<file path="src/rtl/frame_former_manager.sv">
// Transmit end of the frame-former path: drains the word buffer into fixed-length AXI-Stream frames,
// zero-padding a starved frame. Define FRAME_HEADER_EN to prefix each frame with one header beat.
module frame_former_manager #(
  parameter int unsigned DATA_WIDTH     = 64,
  parameter int unsigned FRAME_WORDS    = 8,
  parameter int unsigned TIMEOUT_CYCLES = 256
) (
  input  logic                    ACLK,
  input  logic                    ARESET,
  input  logic                    buf_empty,
  input  logic [DATA_WIDTH-1:0]   buf_data,
  output logic                    buf_pop,
  output logic [DATA_WIDTH-1:0]   M_AXIS_tdata,
  output logic [DATA_WIDTH/8-1:0] M_AXIS_tkeep,
  output logic                    M_AXIS_tvalid,
  output logic                    M_AXIS_tlast,
  input  logic                    M_AXIS_tready,
  output logic [15:0]             frame_count,
  output logic                    busy
);

  localparam int unsigned KEEP_W = DATA_WIDTH / 8;
  localparam int unsigned BEAT_W = $clog2(FRAME_WORDS + 1);
  localparam int unsigned TO_W   = $clog2(TIMEOUT_CYCLES + 1);
`ifdef FRAME_HEADER_EN
  localparam int unsigned LAST_IDX = FRAME_WORDS;
`else
  localparam int unsigned LAST_IDX = FRAME_WORDS - 1;
`endif

`ifdef FRAME_HEADER_EN
  typedef enum logic [1:0] {IDLE = 2'd0, STREAM = 2'd1, PAD = 2'd2, HDR = 2'd3} state_e;
`else
  typedef enum logic [1:0] {IDLE = 2'd0, STREAM = 2'd1, PAD = 2'd2} state_e;
`endif

  state_e                  state_q, state_d;
  logic [BEAT_W-1:0]       beat_q, beat_d;
  logic [TO_W-1:0]         to_q, to_d;
  logic                    tvalid_q, tvalid_d;
  logic                    tlast_q, tlast_d;
  logic [DATA_WIDTH-1:0]   tdata_q, tdata_d;
  logic [15:0]             frame_count_q, frame_count_d;

  logic                    slot_free;
  logic                    pop_state;
  logic                    hs_last;
  logic                    at_last;
`ifdef FRAME_HEADER_EN
  logic [63:0]             hdr_word;
`endif

  // Next-state, output-register load and pop decision
  always_comb begin
    slot_free     = !tvalid_q | M_AXIS_tready;
    hs_last       = tvalid_q & M_AXIS_tready & tlast_q;
    at_last       = (beat_q == BEAT_W'(LAST_IDX));
`ifdef FRAME_HEADER_EN
    pop_state     = (state_q == STREAM);
    hdr_word      = {16'hE7A0, frame_count_q, 16'(FRAME_WORDS), 16'h0000};
`else
    pop_state     = (state_q == IDLE) || (state_q == STREAM);
`endif
    buf_pop       = slot_free & !buf_empty & pop_state & !ARESET;

    state_d       = state_q;
    beat_d        = beat_q;
    to_d          = to_q;
    tvalid_d      = tvalid_q & !M_AXIS_tready;
    tlast_d       = slot_free ? 1'b0 : tlast_q;
    tdata_d       = tdata_q;
    frame_count_d = frame_count_q + 16'(hs_last);

    case (state_q)
      IDLE: begin
        beat_d = '0;
        to_d   = '0;
`ifdef FRAME_HEADER_EN
        if (slot_free && !buf_empty) begin
          state_d = HDR;
        end
`else
        if (buf_pop) begin
          tvalid_d = 1'b1;
          tdata_d  = buf_data;
          tlast_d  = 1'b0;
          beat_d   = BEAT_W'(1);
          state_d  = STREAM;
        end
`endif
      end
`ifdef FRAME_HEADER_EN
      HDR: begin
        if (slot_free) begin
          tvalid_d = 1'b1;
          tdata_d  = DATA_WIDTH'(hdr_word);
          tlast_d  = 1'b0;
          beat_d   = BEAT_W'(1);
          state_d  = STREAM;
        end
      end
`endif
      STREAM: begin
        if (buf_pop) begin
          tvalid_d = 1'b1;
          tdata_d  = buf_data;
          to_d     = '0;
          if (at_last) begin
            tlast_d = 1'b1;
            beat_d  = '0;
            state_d = IDLE;
          end else begin
            tlast_d = 1'b0;
            beat_d  = beat_q + BEAT_W'(1);
          end
        end else if (slot_free && buf_empty) begin
          // Only starvation with a free output slot counts toward the timeout
          if (to_q == TO_W'(TIMEOUT_CYCLES - 1)) begin
            to_d    = '0;
            state_d = PAD;
          end else begin
            to_d = to_q + TO_W'(1);
          end
        end
      end
      PAD: begin
        to_d = '0;
        if (slot_free) begin
          tvalid_d = 1'b1;
          tdata_d  = '0;
          if (at_last) begin
            tlast_d = 1'b1;
            beat_d  = '0;
            state_d = IDLE;
          end else begin
            tlast_d = 1'b0;
            beat_d  = beat_q + BEAT_W'(1);
          end
        end
      end
      default: begin
        state_d = IDLE;
      end
    endcase
  end

  // State and output registers
  always_ff @(posedge ACLK) begin
    if (ARESET) begin
      state_q       <= IDLE;
      beat_q        <= '0;
      to_q          <= '0;
      tvalid_q      <= 1'b0;
      tlast_q       <= 1'b0;
      tdata_q       <= '0;
      frame_count_q <= '0;
    end else begin
      state_q       <= state_d;
      beat_q        <= beat_d;
      to_q          <= to_d;
      tvalid_q      <= tvalid_d;
      tlast_q       <= tlast_d;
      tdata_q       <= tdata_d;
      frame_count_q <= frame_count_d;
    end
  end

  assign M_AXIS_tdata  = tdata_q;
  assign M_AXIS_tkeep  = {KEEP_W{1'b1}};
  assign M_AXIS_tvalid = tvalid_q;
  assign M_AXIS_tlast  = tlast_q;
  assign frame_count   = frame_count_q;
  assign busy          = (state_q != IDLE);

endmodule

</file>
<file path="config.mk">
export PLATFORM = sky130hd
export DESIGN_NAME = frame_former_manager
export DESIGN_NICKNAME = d
export VERILOG_FILES = /design/src/rtl/frame_former_manager.sv
export SDC_FILE = /design/constraint.sdc
export NUM_CORES = 1
export LEC_CHECK = 0
export ABC_CLOCK_PERIOD_IN_PS = 2000
export BUFFER_PORTS_ARGS = -buffer_cell sky130_fd_sc_hd__buf_4
export CAP_MARGIN = 20
export CORE_MARGIN = 2
export CORE_UTILIZATION = 43
export DETAILED_ROUTE_END_ITERATION = 8
export PLACE_DENSITY = 0.76
export SYNTH_ARGS = -nofsm -noshare
export SYNTH_HDL_FRONTEND = slang
export SYNTH_SLANG_ARGS = --single-unit
export TNS_END_PERCENT = 100
</file>
<file path="constraint.sdc">
create_clock -name ACLK -period 2 [get_ports ACLK]
set_input_delay 0.5 -clock ACLK [delete_from_list [all_inputs] [get_ports ACLK]]
set_output_delay 0.5 -clock ACLK [all_outputs]
set_load 0.03 [all_outputs]
</file>
======== Yosys cells after proc, flatten, opt, wreduce, memory -nomap -nowiden ========
Cells that the tools add are included.
storage, ports and cells
  input bits .............................. 68
  output and inout port bits .............. 92
  logic and storage cells ................. 72
  bits in registers ....................... 97
operators by class
  add/subtract/negate cells ............... 3
  reduce and logical (&&, ||, !) cells .... 17
  bitwise gates (word level) .............. 7
  muxes and demuxes ....................... 28
  equality and inequality tests ........... 10
operators with widths
  cell                                                                     number
  64-bit 2-to-1 mux                                                        2
  64-bit one-hot mux with 2 select lines                                   1
  9-bit 2-to-1 mux                                                         3
  9-bit one-hot mux with 2 select lines                                    1
  16-bit by 1-bit adder with 16-bit output                                 1
  2-bit 2-to-1 mux                                                         6
  4-bit 2-to-1 mux                                                         3
  4-bit one-hot mux with 3 select lines                                    1
  9-bit by 1-bit adder with 9-bit output, second input constant            1
  9-bit by 8-bit equality test with 1-bit output, second input constant    1
  1-bit 2-to-1 mux                                                         8
  1-bit AND                                                                6
  2-bit inequality test, second input constant                             3
  3-bit by 2-bit inequality test with 1-bit output, second input constant  2
  2-bit one-hot mux with 3 select lines                                    1
  3-bit AND reduction                                                      2
  2-bit nonzero test                                                       3
  4-bit by 1-bit adder with 4-bit output, second input constant            1
  4-bit by 3-bit equality test with 1-bit output, second input constant    1
  1-bit zero test                                                          4
  4-bit AND reduction                                                      1
  2-bit OR reduction                                                       2
  1-bit one-hot mux with 3 select lines                                    1
  3-bit nonzero test                                                       1
  other kinds (9)                                                          9

======== Depth between registers and ports, before layout ========
  depth in word-level cells ............... 7
  depth in mapped cells ................... 9
  gate-level depth less buffers ........... 8

======== Least setup slack after synthesis ========
OpenSTA, ideal clock, no wires.
  path type ............................... register to register
  start point ............................. register tvalid_q, in the netlist M_AXIS_tvalid
  end point ............................... register frame_count_q[10], in the netlist frame_count[10]
  data arrival time ....................... 1,943 ps
  setup slack ............................. -14 ps
  stages on the path, launching flop included .. 9
  period minus slack after synthesis ...... 2,014 ps
  buffers on the path ..................... 0
  required time ........................... 1,929 ps
  cell sequence ........................... dfxtp_1 > and3_1 > ha_1 > ha_1 > nand2_1 > nor2_1 > nand3_1 > or3_1 > a21oi_1
between the ends
  cells in the longest elaborated chain, start to end .. 3
RTL lines
  what                                      RTL line  RTL
  start: declaration                        40        logic tvalid_q, tvalid_d;
  start signal: assignment                  161       tvalid_q <= tvalid_d;
  1-bit AND (2 in series)                   56        hs_last = tvalid_q & M_AXIS_tready & tlast_q;
  16-bit by 1-bit adder with 16-bit output  72        frame_count_d = frame_count_q + 16'(hs_last);
  end signal: assignment                    164       frame_count_q <= frame_count_d;
  end: declaration                          43        logic [15:0] frame_count_q, frame_count_d;
No other way between the ends.
A chain may end at the register's enable or synchronous reset.

======== Worst setup path after layout ========
  start point ............................. register tvalid_q, in the netlist M_AXIS_tvalid
  end point ............................... output buf_pop
between the ends
  cells in the longest elaborated chain, start to end .. 5
RTL lines
  what                     RTL line  RTL
  1-bit zero test          55        slot_free = !tvalid_q | M_AXIS_tready;
  1-bit bitwise OR         55
  1-bit AND (3 in series)  64        buf_pop = slot_free & !buf_empty & pop_state & !ARESET;
  end: declaration         12        output logic buf_pop,
No other way between the ends.

==> flow_metrics.tcl <==
set metrics [dict create \
    outcome "finished, final reports clean" \
    cts-root-buf "clkbuf_8" \
    core_region_area_um2 8636 \
    endpoint_kind "output pin" \
    crit_top_cell "buf_4" \
    clock_skew_ps 9.918 \
    synth.distinct_cells 49 \
    finalWeightedCongestion 0.8575 \
    vdd_ir_drop_max_mv 0.3738 \
    grt_setup_unrepaired "true" \
    slew_viol_final 0 \
    path_clk_slew_ps 110 \
    setup_violations 0 \
    cp-start-kind "flip-flop" \
    ios 160 \
    period_minus_slack_ps 1966 \
    ant_nets 0 \
    synth_cells 365 \
    cts_tree "yes" \
    synth_area_um2 3807 \
    cts.sinks 97 \
    nets 610 \
    p_per_area_nw_per_um2 755.0 \
    wl_um 9595 \
    antenna_cells 0 \
    worstSetupPathType "flip-flop to output pin" \
    drtIter0Drc 83 \
    yosys_warnings 0 \
    p_sw_share_pct 29.97 \
    firstDrtPassIters 4 \
    dieHeight_um 98.10 \
    cp_slowest_cell "dfxtp_4" \
    viasPerCell 5.207 \
    clk_path_buf_depth 2 \
    cp_data_arrival_time_ps 1470 \
    drc 0 \
    io_buffers 151 \
    synth.most_common_cell "dfxtp_1" \
    fin_crit_sh_pct 98.31 \
    cts_hold_buffers 0 \
    globalRouteTotalUtil_pct 18.95 \
    htree_num_levels 3 \
    synthFlopType "dfxtp_1" \
    intPower_mw 2.852 \
    wl_per_cell_um 14.83 \
    synthToLayoutAreaGrowth_pct 41.67 \
    grt_max_degree 65 \
    cts_buffers 9 \
    dp_cells 626 \
    start_util_pct 44.09 \
    clock_latency_ps 370 \
    chipWidth_um 98.10 \
    drive_gt1_share_pct 40.07 \
    ys_async_sr_fraction_pct 0 \
    ys_top_cells_by_area "dfxtp_1 51%, a22o_1 15%, ha_1 2.6%, nor2_1 2.2%, nand3_1 2.1%" \
    yosys.area.top_type "dfxtp_1" \
    grt_pass1_vias 3183 \
    slowest_delay_ps 380 \
    max_clock_freq_mhz 508.6 \
    power_frac_seq_pct 51.0 \
    netlist.area_leader.share_pct 51.00 \
    die_area_um2 9623 \
    p_leak_nw 2.392 \
    grt_overflow 0 \
    pwr-share-clk_pct 29.6 \
    grt_pass1_wl_um 15100 \
    crit_required_ps 1500 \
    p_total_mw 4.072 \
    hp-class "primary input to flip-flop" \
    hold_viol 0 \
    avgSynthCellArea_um2 10.43 \
    synth_edf_count 0 \
    critical_path.max_fanout 6 \
    antenna_found_initial 0 \
    p_comb_share_pct 19.4 \
    maxCapViolCount 0 \
    fin_setup_tns_ps 0 \
    dp_hpwl_um 6812 \
    fin_cells 647 \
    synth_commonest_cells "97 x dfxtp_1, 64 x a22o_1, 22 x nor2_1" \
    path_cells "nand2b_4, buf_4, nand2_2, buf_4, nor2_2, buf_4" \
    rows 34 \
    vias 3369 \
    p_sw_mw 1.221 \
    seq_area_frac_synth_pct 51.00 \
    synth_seq_cells 97 \
]
[cell families (layout without fill, tap and decap cells)]
group	count (synthesis)	in the layout	synth area share (%)
AO/OA/AOI/OAI	106	106	22.25
XOR/XNOR	12	12	2.760
adder cells (fa/ha/maj)	8	8	2.629
buffers and inverters	32	199	5.356
flip-flops	97	97	51.00
multiplexers	1	1	0.2629
other	1	8	0.09849
AND/OR/NAND/NOR	108	108	15.64
[layout make-up]
class,instances,area (um2)
Clock inverter,7,63.81
Timing Repair Buffer,179,1390
Tap cell,108,135.1
Inverter,4,15.01
Sequential cell,97,1949
Multi-Input combinational cell,243,1717
Fill cell,770,3242
Clock buffer,9,123.9
[critical path: cells and delay by family, from the launching register on]
kind	cells	cell delay (ps)
buffers and inverters	3	440
flip-flops	1	380
AND/OR/NAND/NOR	3	280
[stage by stage]
stage / instance area [um2] / utilization [%] / worst slack (ps) / hold WS, ps
2_1_floorplan: 3835 / - / 4.324 / 421.8
3_3_place_gp: 5119 / 59.27 / -18.41 / 432.4
3_5_place_dp: 5119 / 59.27 / -87.05 / 439.1
4_1_cts: 5348 / 61.92 / 5.726 / 318.6
5_1_grt: 5394 / 62.46 / -54.33 / 324.5
6_report: 5394 / 62.46 / 33.78 / 334.0
[state kept, by name, indices dropped and copies added (netlist names)]
| register | cells |
|---|---|
| beat_q | 4 |
| M_AXIS_tdata | 64 |
| state_q | 2 |
| M_AXIS_tvalid | 1 |
| to_q | 9 |
| frame_count | 16 |
| M_AXIS_tlast | 1 |
[placed cells by master (no fill, tap or decap), types with 3 or more instances in the layout]
cell      count
nand2_1      18
inv_6         3
nand3b_1      4
xor2_1        7
nand4_1       3
nand2b_1      4
xnor2_1       5
ha_1          6
nor2_4        3
nor2b_1       6
inv_1         4
a22o_1       64
and3_1        4
nor2_1       19
dfxtp_2       3
or3_1         6
o31ai_1       3
buf_4       175
conb_1        8
nand3_1      16
a21oi_1      15
o21ai_0       8
dfxtp_1      93
or4_1         5
clkbuf_8      9
and2_1        4
a31oi_1       4
[final timing paths]
check             depth (start not counted)                             to  slack, ps                startpoint
setup / recovery                          6                        buf_pop         30  M_AXIS_tvalid$_SDFF_PP0_
hold reg to reg                           2           to_q[8]$_SDFFE_PP0P_        450      to_q[8]$_SDFFE_PP0P_
setup reg to reg                          8  M_AXIS_tdata[58]$_SDFFE_PP0P_        100   state_q[1]$_SDFFE_PP0P_
hold / removal                            2   M_AXIS_tdata[3]$_SDFFE_PP0P_        330               buf_data[3]
[routing by layer]
| layer | vias up | share of wire, % | global-route usage, % |
|---|---|---|---|
| li1 | 1660 | - | - |
| met1 | 1563 | 44 | 24.76 |
| met2 | 124 | 47 | 29.66 |
| met3 | 22 | 5.8 | 4.438 |
| met4 | 0 | 2.7 | 8.974 |
| met5 | - | 0 | 0 |
[what timing repair did]
action                                  4_1_cts  5_1_grt
endpoints found under the setup margin       63       72
resized for setup                             4        8
gates cloned                                  0        1
pin swaps                                     2        0
buffers inserted                              4        0
[power groups by stage]
stage               clock [mW]  combinational, mW  sequential (mW)
CTS                       1.24              0.782             2.08
detailed placement           0              0.767             2.12
floorplan                    0              0.292             2.27
global route              1.32              0.844             2.09
global placement             0              0.754             2.12
finish                    1.20              0.792             2.08
(Power assumes the default switching activity.)
